<file path="src/rtl/aqp_sync_bit.sv">
// Single-bit synchroniser: SYNC_STAGES flop chain plus one history flop so the
// parent can detect edges as (q != q_hist) without re-sampling the async input.
module aqp_sync_bit #(
  parameter int   SYNC_STAGES = 2,
  parameter logic RST_VAL     = 1'b0
) (
  input  logic clk,
  input  logic reset,
  input  logic d,
  output logic q,
  output logic q_hist
);

  logic [SYNC_STAGES-1:0] sync_q, sync_d;
  logic                   hist_q, hist_d;

  // shift the raw input through the chain; history trails the last stage by one clk
  always_comb begin
    sync_d = {sync_q[SYNC_STAGES-2:0], d};
    hist_d = sync_q[SYNC_STAGES-1];
  end

  // chain and history come out of reset at the line's idle level
  always_ff @(posedge clk or posedge reset) begin
    if (reset) begin
      sync_q <= {SYNC_STAGES{RST_VAL}};
      hist_q <= RST_VAL;
    end else begin
      sync_q <= sync_d;
      hist_q <= hist_d;
    end
  end

  assign q      = sync_q[SYNC_STAGES-1];
  assign q_hist = hist_q;

endmodule

</file>
<file path="src/rtl/aqp_esp_spi_phy.sv">
// ESP32 SPI slave front-end (mode 0, MSB first). Oversamples ssel_n/sclk/mosi in
// clk, frames messages, assembles rx bytes and shifts tx bytes out on miso.
module aqp_esp_spi_phy #(
  parameter int SYNC_STAGES = 2
) (
  input  logic       clk,
  input  logic       reset,
  input  logic       esp_ssel_n,
  input  logic       esp_sclk,
  input  logic       esp_mosi,
  output logic       esp_miso,
  output logic       msg_start,
  output logic       msg_end,
  output logic       msg_trunc,
  output logic [7:0] rxdata,
  output logic       rxdata_valid,
  input  logic [7:0] txdata,
  output logic       txdata_ack
);

  // Synced ssel_n is only trusted once the chain has flushed its reset value,
  // otherwise the reset-time 1 would arm us during a message already in progress.
  localparam logic [7:0] WARM_MAX = 8'(SYNC_STAGES);

  logic ssel_cur, ssel_hist, sclk_cur, sclk_hist, mosi_cur, mosi_hist_unused;

  aqp_sync_bit #(.SYNC_STAGES(SYNC_STAGES), .RST_VAL(1'b1)) u_sync_ssel (
    .clk(clk), .reset(reset), .d(esp_ssel_n), .q(ssel_cur), .q_hist(ssel_hist));
  aqp_sync_bit #(.SYNC_STAGES(SYNC_STAGES), .RST_VAL(1'b0)) u_sync_sclk (
    .clk(clk), .reset(reset), .d(esp_sclk), .q(sclk_cur), .q_hist(sclk_hist));
  aqp_sync_bit #(.SYNC_STAGES(SYNC_STAGES), .RST_VAL(1'b0)) u_sync_mosi (
    .clk(clk), .reset(reset), .d(esp_mosi), .q(mosi_cur), .q_hist(mosi_hist_unused));

  logic ssel_fall, ssel_rise, sclk_rise, sclk_fall;
  assign ssel_fall = ssel_hist & ~ssel_cur;
  assign ssel_rise = ~ssel_hist & ssel_cur;
  assign sclk_rise = ~sclk_hist & sclk_cur;
  assign sclk_fall = sclk_hist & ~sclk_cur;

  logic [7:0] warm_q, warm_d;
  logic       armed_q, armed_d;
  logic       active_q, active_d;
  logic [2:0] bit_cnt_q, bit_cnt_d;
  logic [6:0] rx_shift_q, rx_shift_d;
  logic [7:0] tx_shift_q, tx_shift_d;
  logic [7:0] rxdata_q, rxdata_d;
  logic       rxv_q, rxv_d;
  logic       start_q, start_d;
  logic       end_q, end_d;
  logic       trunc_q, trunc_d;
  logic       ack_q, ack_d;

  // framing, rx assembly and tx shifting; an ssel edge pre-empts any sclk edge in the same clk
  always_comb begin
    warm_d     = (warm_q == WARM_MAX) ? warm_q : warm_q + 8'd1;
    armed_d    = armed_q | ((warm_q == WARM_MAX) & ssel_cur);
    active_d   = active_q;
    bit_cnt_d  = bit_cnt_q;
    rx_shift_d = rx_shift_q;
    tx_shift_d = tx_shift_q;
    rxdata_d   = rxdata_q;
    rxv_d      = 1'b0;
    start_d    = 1'b0;
    end_d      = 1'b0;
    trunc_d    = 1'b0;
    ack_d      = 1'b0;
    if (ssel_fall && armed_q) begin
      active_d   = 1'b1;
      bit_cnt_d  = 3'd0;
      tx_shift_d = txdata;
      ack_d      = 1'b1;
      start_d    = 1'b1;
    end else if (ssel_rise && active_q) begin
      // partial byte is simply dropped; only the trunc flag records it
      active_d   = 1'b0;
      end_d      = 1'b1;
      trunc_d    = (bit_cnt_q != 3'd0);
      bit_cnt_d  = 3'd0;
      tx_shift_d = 8'hFF;
    end else if (active_q) begin
      if (sclk_rise) begin
        rx_shift_d = {rx_shift_q[5:0], mosi_cur};
        bit_cnt_d  = bit_cnt_q + 3'd1;
        if (bit_cnt_q == 3'd7) begin
          rxdata_d = {rx_shift_q, mosi_cur};
          rxv_d    = 1'b1;
        end
      end else if (sclk_fall) begin
        // bit 7 of a fresh byte is presented by the load itself, so a boundary
        // fall reloads while every other fall advances to the next bit
        if (bit_cnt_q == 3'd0) begin
          tx_shift_d = txdata;
          ack_d      = 1'b1;
        end else begin
          tx_shift_d = {tx_shift_q[6:0], 1'b1};
        end
      end
    end
  end

  // state and registered outputs; reset abandons any message without a msg_end
  always_ff @(posedge clk or posedge reset) begin
    if (reset) begin
      warm_q     <= 8'd0;
      armed_q    <= 1'b0;
      active_q   <= 1'b0;
      bit_cnt_q  <= 3'd0;
      rx_shift_q <= 7'd0;
      tx_shift_q <= 8'hFF;
      rxdata_q   <= 8'd0;
      rxv_q      <= 1'b0;
      start_q    <= 1'b0;
      end_q      <= 1'b0;
      trunc_q    <= 1'b0;
      ack_q      <= 1'b0;
    end else begin
      warm_q     <= warm_d;
      armed_q    <= armed_d;
      active_q   <= active_d;
      bit_cnt_q  <= bit_cnt_d;
      rx_shift_q <= rx_shift_d;
      tx_shift_q <= tx_shift_d;
      rxdata_q   <= rxdata_d;
      rxv_q      <= rxv_d;
      start_q    <= start_d;
      end_q      <= end_d;
      trunc_q    <= trunc_d;
      ack_q      <= ack_d;
    end
  end

  assign esp_miso     = active_q ? tx_shift_q[7] : 1'b1;
  assign msg_start    = start_q;
  assign msg_end      = end_q;
  assign msg_trunc    = trunc_q;
  assign rxdata       = rxdata_q;
  assign rxdata_valid = rxv_q;
  assign txdata_ack   = ack_q;

endmodule

</file>
<file path="config.mk">
export PLATFORM = sky130hd
export DESIGN_NAME = aqp_esp_spi_phy
export DESIGN_NICKNAME = d
export VERILOG_FILES = /design/src/rtl/aqp_sync_bit.sv /design/src/rtl/aqp_esp_spi_phy.sv
export SDC_FILE = /design/constraint.sdc
export NUM_CORES = 1
export LEC_CHECK = 0
export CELL_PAD_IN_SITES_DETAIL_PLACEMENT = 0
export CELL_PAD_IN_SITES_GLOBAL_PLACEMENT = 2
export CORE_UTILIZATION = 33
export CTS_CLUSTER_DIAMETER = 200
export DETAILED_ROUTE_END_ITERATION = 12
export GPL_ROUTABILITY_DRIVEN = 0
export PLACE_DENSITY_LB_ADDON = 0.12
export SLEW_MARGIN = 25
export SYNTH_ARGS = -nofsm -noshare
export SYNTH_HDL_FRONTEND = slang
export SYNTH_SLANG_ARGS = --single-unit
</file>
<file path="constraint.sdc">
create_clock -name clk -period 2 [get_ports clk]
set_input_delay 0.2 -clock clk [delete_from_list [all_inputs] [get_ports clk]]
set_output_delay 0.2 -clock clk [all_outputs]
set_load 0.02 [all_outputs]
</file>
==> summary.txt, run 1 <==
Status
  • Status: finished clean

Placement
  • Post-Place Cells: 264
  • Post-DP HPWL: 2670 um
  • IO Port Bufs: 26
  • Placed Area: 2470 um^2
  • Placement Setup Slack: 178 ps

Logic synthesis
  • Post-Syn Nets: ~180
  • Yosys top cell area share: 45.6%
  • Most common cell in the netlist: dfrtp_1
  • Yosys reg bits: 49
  • Top_reg_cell synth: dfrtp_1
  • Mean area per synthesized cell: ~13 um^2
  • Top post-synthesis cells by count: dfrtp_1 (38), mux2_2 (23), a21oi_1 (15)
  • Largest area contributor in the netlist: dfrtp_1
  • Synth warn: 0
  • Post-synth EDFFs: 0
  • Multiplexer area fraction after synthesis: 13.4%
  • Simple-gate share of the synthesized area: between 10% and 20%
  • Top area cells in the synthesized netlist: dfrtp_1 (46%), dfstp_2 (14%), mux2_2 (12%)
  • Syn Std Cell Area: 2080 um^2
  • Compound-Gate Fraction of Synth Area: approximately 5.9%
  • Share of synthesized registers carrying an async set or reset: between 90% and 100%
  • Sequential share of the synthesized area: between 50 and 60%
  • Synth unique cells: 30
  • Xor/xnor share of the synthesized area: 2.94%
  • Largest family of logic cells by synthesized area: multiplexers
  • Adder-Cell Fraction of Synth Area: 3.00%
  • Post-synthesis cell count: 161

Global routing
  • GR Util met3: under 10%
  • Vias in the first global route: between 1000 and 1500
  • Met2 Use GR: 20.0%
  • Initial antenna violation count: 0
  • Global Route Usage Sum: 12.6%
  • Total congestion overflow: 0
  • First-pass GRT wire length: 6200 um
  • Gr busiest metal: met2
  • Largest net degree at the start of global routing: 21
  • Met1 GRT Util: 16.0%

Pwr
  • Maximum vdd drop: roughly 0.00036 V
  • Total Power: 2.43 mW
  • Pwr per Cell Area: approximately 950 nW/um^2
  • Leakage: 1.15 nW

STA
  • Crit path time final: 1810 ps
  • # setup viols final: 0
  • Clock skew: 11.0 ps
  • RSZ-0062 raised after global routing: no
  • Tcrit/Tclk final: roughly nine tenths
  • Final TNS setup: 0 ps
  • Slew Limit Fails: 0
  • Final worst slack: 185 ps
  • Slew headroom: roughly three quarters
  • Hold Slack: 171 ps
  • Highest Clock Rate: 0.551 GHz
  • Final Hold Fails: 0
  • Slew @ Worst Pin: ~370 ps

Drt
  • Drt pass-1 iters: 4
  • Post-DR wirelength/cell: around 14 um
  • Antenna-violating nets left: 0
  • Vias: roughly 1300
  • Vias/cell: ~4.8
  • Detailed router's first-iteration violation count: 31
  • # DRC: 0
  • Total Routed Length: 3720 um

Floorplanning
  • Die W: 81.5 um
  • Starting density of the core: 34.8%
  • Die H: roughly 81 um
  • I/O pins: 27
  • Core footprint: 5990 um^2
  • Die Footprint: between 6000 and 7000 um^2
  • Number of cell rows: 28

Setup path
  • CP required: 2200 ps
  • Type of origin of the critical path: flip-flop
  • Worst Setup End Kind: flip-flop
  • Worst Path Arrival: roughly 2000 ps
  • Largest fanout on the critical path: 10
  • WS Path Type: reg -> reg

Finish
  • Multi-input combinational cell area: 788 um^2
  • Fin util: between 40% and 50%
  • Share of cells above drive strength 1: 28.4%
  • Area Overhead vs Synth: 23.0%
  • Antenna cells: 0
  • Total Nets Final: approximately 210
  • FF/Latch Area: 1240 um^2
  • Fillers: 571
  • Design area: 2560 um^2
  • Fin cells: 272

CTS
  • Num CTS Buffers: 5
  • H-Tree Depth: 2
  • Clock transition at the registers of the reported paths: 90 ps
  • Bufs on Longest Clock Path: 2
  • CTS Sinks: between 40 and 50
  • Post CTS Setup Buffer Count: 0
  • Clk Latency, worst-skew pair: 310 ps
  • TritonCTS clock tree: yes
  • Cts hold-fix bufs: 0
  • Post-cts resize count: 0
  • Root buffer cell: clkbuf_8

Min path
  • Hold Crit Class: in -> async

Flow run
  • Max Cap Violations: 0
-- flip-flops by register name, summed over array words and instances, names as in the netlist --
register / count
msg_start: 1
tx_shift_q: 8
armed_q: 1
bit_cnt_q: 3
rxdata: 8
msg_trunc: 1
u_sync_sclk.sync_q: 2
u_sync_ssel.q_hist: 1
rxdata_valid: 1
active_q: 1
u_sync_sclk.q_hist: 1
u_sync_mosi.sync_q: 2
rx_shift_q: 7
txdata_ack: 1
u_sync_ssel.sync_q: 2
warm_q: 8
msg_end: 1
-- final timing paths --
kind	from	to	slack (ps)	cells after the start
min in group clk	esp_ssel_n	u_sync_ssel.sync_q[0]	300	1
worst min register to register	u_sync_mosi.sync_q[0]	u_sync_mosi.sync_q[1]	360	0
worst max-delay path	u_sync_ssel.sync_q[1]	rxdata[2]	190	6
worst min-delay path	reset	u_sync_mosi.sync_q[1]	170	2
worst max register to register	u_sync_ssel.sync_q[1]	rxdata[2]	190	6
max in group asynchronous	reset	rx_shift_q[5]	1240	3
-- power breakdown --
part | total [mW] | switching, mW | internal [mW]
logic | 0.534 | 0.262 | 0.272
registers | 1.31 | 0.0979 | 1.21
clock network | 0.585 | 0.336 | 0.248
-- critical path: stages (launching register included) --
cell	delay, ps
dfstp_2	600
nand3b_4	170
inv_4	70
nor4b_4	240
buf_4	220
nand2_4	110
mux2_2	290
-- placed cells by master, fill, tap and decap left out --
cell	n
clkbuf_8	5
inv_1	7
nand3_1	5
and2_1	1
clkinv_2	1
dfstp_2	11
nand2b_1	3
clkinv_4	2
a21o_1	2
nand2_4	1
inv_4	1
inv_2	1
dfrtp_1	38
nor4b_4	1
and3b_1	1
ha_1	5
nor2_1	2
mux2_2	23
or4_1	1
o21ai_2	1
nor4b_2	1
xnor2_1	7
nor2b_1	3
o2bb2ai_1	1
nand3b_4	1
a21oi_1	15
nand3b_1	1
nor4_1	7
mux2i_1	2
nand2_1	8
o21ai_0	3
buf_4	7
clkdlybuf4s50_1	26
and3_1	3
-- cells by family (layout without fill, tap and decap cells) --
group / after synthesis / after routing
flip-flops: 49 / 49
AND/OR/NAND/NOR: 39 / 39
multiplexers: 25 / 25
AO/OA/AOI/OAI: 22 / 22
buffers and inverters: 14 / 50
XOR/XNOR: 7 / 7
adder cells (fa/ha/maj): 5 / 5
-- cell type report --
| type | count | area share [%] |
|---|---|---|
| Clock inverter | 3 | 0.879 |
| Clock buffer | 5 | 2.69 |
| Tap cell | 75 | 3.66 |
| Multi-Input combinational cell | 98 | 30.8 |
| Sequential cell | 49 | 48.4 |
| Timing Repair Buffer | 33 | 12.2 |
| Inverter | 9 | 1.42 |
-- per-layer routing --
metal	wire (um)	part of all wire [%]
met5	0	0
met4	55	1.5
met3	130	3.5
met2	1850	50
met1	1690	45
Power figures use the tool's default switching activity.
==> run 2, diff against run 1 <==
--- a/config.mk
+++ b/config.mk
@@ -7,10 +7,11 @@
 export LEC_CHECK = 0
 export CELL_PAD_IN_SITES_DETAIL_PLACEMENT = 0
 export CELL_PAD_IN_SITES_GLOBAL_PLACEMENT = 2
-export CORE_UTILIZATION = 33
+export CORE_UTILIZATION = 40
 export CTS_CLUSTER_DIAMETER = 200
 export DETAILED_ROUTE_END_ITERATION = 12
 export GPL_ROUTABILITY_DRIVEN = 0
+export GPL_TIMING_DRIVEN = 1
 export PLACE_DENSITY_LB_ADDON = 0.12
 export SLEW_MARGIN = 25
 export SYNTH_ARGS = -nofsm -noshare
==> constraint.sdc (replaced) <==
create_clock -name clk -period 2.2 [get_ports clk]
set_input_delay 0.22 -clock clk [delete_from_list [all_inputs] [get_ports clk]]
set_output_delay 0.22 -clock clk [all_outputs]
set_load 0.02 [all_outputs]
==> run 2 against run 1 <==
Effect of this change: register-to-register slack gained 110 ps; die area is 17% lower; core utilization up 9.7 points; maximum frequency down 4.6%; largest cell class unchanged; via count shrank 0.31%; clock skew decreased by 5.8 ps; first-iteration DRC count rose to 2.5 times the previous value; setup slack better by 110 ps.
==> summary.txt, run 2 (synthesis results as in run 1) <==
CTS
  • Clock transition at the registers of the reported paths: 90 ps
  • Post-cts resize count: 0
  • Bufs on Longest Clock Path: 2
  • TritonCTS clock tree: yes
  • CTS Sinks: 49
  • Post CTS Setup Buffer Count: 0
  • Num CTS Buffers: 5
  • Clk Latency, worst-skew pair: ~300 ps
  • Cts hold-fix bufs: 0
  • Root buffer cell: clkbuf_8
  • H-Tree Depth: 2

Pwr
  • Leakage: 1.14 nW
  • Maximum vdd drop: about 0.0003 V
  • Pwr per Cell Area: 908 nW/um^2

Global routing
  • Global Route Usage Sum: 15.1%
  • Vias in the first global route: 1320
  • Total congestion overflow: 0
  • Initial antenna violation count: 0
  • First-pass GRT wire length: 6260 um
  • Largest net degree at the start of global routing: 27

STA
  • Hold Slack: approximately 260 ps
  • Tcrit/Tclk final: between 80% and 90%
  • Slew Limit Fails: 0
  • Clock skew: 5.15 ps
  • Highest Clock Rate: about 0.53 GHz
  • Final Hold Fails: 0
  • Slew @ Worst Pin: 510 ps
  • Crit path time final: 1900 ps
  • RSZ-0062 raised after global routing: no
  • Final TNS setup: 0 ps
  • # setup viols final: 0
  • Slew headroom: 65.9%

Finish
  • Fin cells: 260
  • Share of cells above drive strength 1: 26.9%
  • Commonest non-fill, non-tap cell in the layout: dfrtp_1
  • Total Nets Final: 210
  • Antenna cells: 0
  • Area Overhead vs Synth: 22.8%
  • Most frequent cells in the layout: dfrtp_1 (38), clkdlybuf4s50_1 (26), mux2_2 (23)

Placement
  • IO Port Bufs: 26
  • Post-DP HPWL: 2460 um
  • Post-Place Cells: 252

Drt
  • Vias/cell: between 4 and 5
  • Post-DR wirelength/cell: 13.6 um
  • Antenna-violating nets left: 0
  • Total Routed Length: 3530 um
  • # DRC: 0
  • Drt pass-1 iters: 4
  • Vias: 1290
  • Detailed router's first-iteration violation count: 78

Setup path
  • FF-to-FF setup slack: 300 ps
  • Worst Path Arrival: 2130 ps
  • CP peak stage delay: about 600 ps
  • CP required: 2430 ps
  • Largest fanout on the critical path: 9
  • Worst R2R Path Depth: 4
  • Slowest CP cell: dfstp_2
  • WS Path Type: reg -> reg
  • Critical path origin: u_sync_ssel.sync_q[1]
  • Type of origin of the critical path: flip-flop
  • Worst r2r src: u_sync_ssel.sync_q[1]
  • CP cell instances: nor2b_1 > a21oi_1 > o21ai_2 > mux2_2
  • Worst Setup End Kind: flip-flop
  • R2R Path End: tx_shift_q[0]

Floorplanning
  • I/O pins: 27
  • Die W: 74.2 um
  • Core footprint: 4880 um^2
  • Die Footprint: 5500 um^2
  • Number of cell rows: 25
  • Die H: about 74 um
  • Starting density of the core: approximately 43%

Status
  • Status: finished clean

Flow run
  • Max Cap Violations: 0

Min path
  • Hold Crit Class: in -> async
run 2: cell types whose count changed in the layout (fill, tap and decap cells not counted), sizes merged:
cell	change
buf	-4
clkinvlp	+1
clkinv	-2
bufinv	+1
run 2: final cells by class:
class | instances | area, um^2
multi-input cells | 98 | 788
flip-flops and latches | 49 | 1240
well taps | 67 | 83.8
fillers | 455 | 2320
inverters | 9 | 36.3
repair buffers | 29 | 295
clock buffers | 5 | 68.8
clock inverters | 3 | 46.3
run 2: worst max-delay path by stage:
stage	endpoint	slack, ps	cells after the start
finish	tx_shift_q[0]	300	4
global route	tx_shift_q[7]	210	4
CTS	tx_shift_q[0]	310	4
detailed placement	tx_shift_q[0]	330	4
global placement	rxdata[0]	390	6
floorplan	rxdata[0]	350	5
run 2: per-stage QoR:
step	total power, mW	util, %	worst slack, ps	instance area (um^2)
final	2.32	52.4	298	2560
after CTS	2.35	52.4	307	2560
after global placement	1.68	50.1	388	2440
after floorplan	1.54	-	346	2080
after global routing	2.47	52.4	212	2560
after detailed placement	1.70	50.1	331	2440
run 2: report_power, final:
part           switching, mW  internal (mW)
Sequential            0.0865           1.10
Clock                  0.309          0.340
Combinational          0.240          0.247
run 2: critical path, delay by kind of cell (launching register included):
kind | cells | cell delay, ps
AND/OR/NAND/NOR | 1 | 310
flip-flops | 1 | 600
AO/OA/AOI/OAI | 2 | 530
multiplexers | 1 | 400
run 2: metal layers:
| metal | vias up | track usage (%) | wire length (um) |
|---|---|---|---|
| met5 | - | 0 | 0 |
| met4 | 0 | 5.13 | 38 |
| met3 | 5 | 4.07 | 119 |
| met2 | 21 | 24.0 | 1730 |
| met1 | 643 | 20.0 | 1640 |
| li1 | 621 | - | - |
==> run 3, diff against run 2 <==
--- a/config.mk
+++ b/config.mk
@@ -9,11 +9,11 @@
 export CELL_PAD_IN_SITES_GLOBAL_PLACEMENT = 2
 export CORE_UTILIZATION = 40
 export CTS_CLUSTER_DIAMETER = 200
+export CTS_CLUSTER_SIZE = 28
 export DETAILED_ROUTE_END_ITERATION = 12
 export GPL_ROUTABILITY_DRIVEN = 0
 export GPL_TIMING_DRIVEN = 1
 export PLACE_DENSITY_LB_ADDON = 0.12
-export SLEW_MARGIN = 25
 export SYNTH_ARGS = -nofsm -noshare
 export SYNTH_HDL_FRONTEND = slang
 export SYNTH_SLANG_ARGS = --single-unit
==> results of run 3 <==
No change in the layout: final DEF, timing and power equal those of run 2.
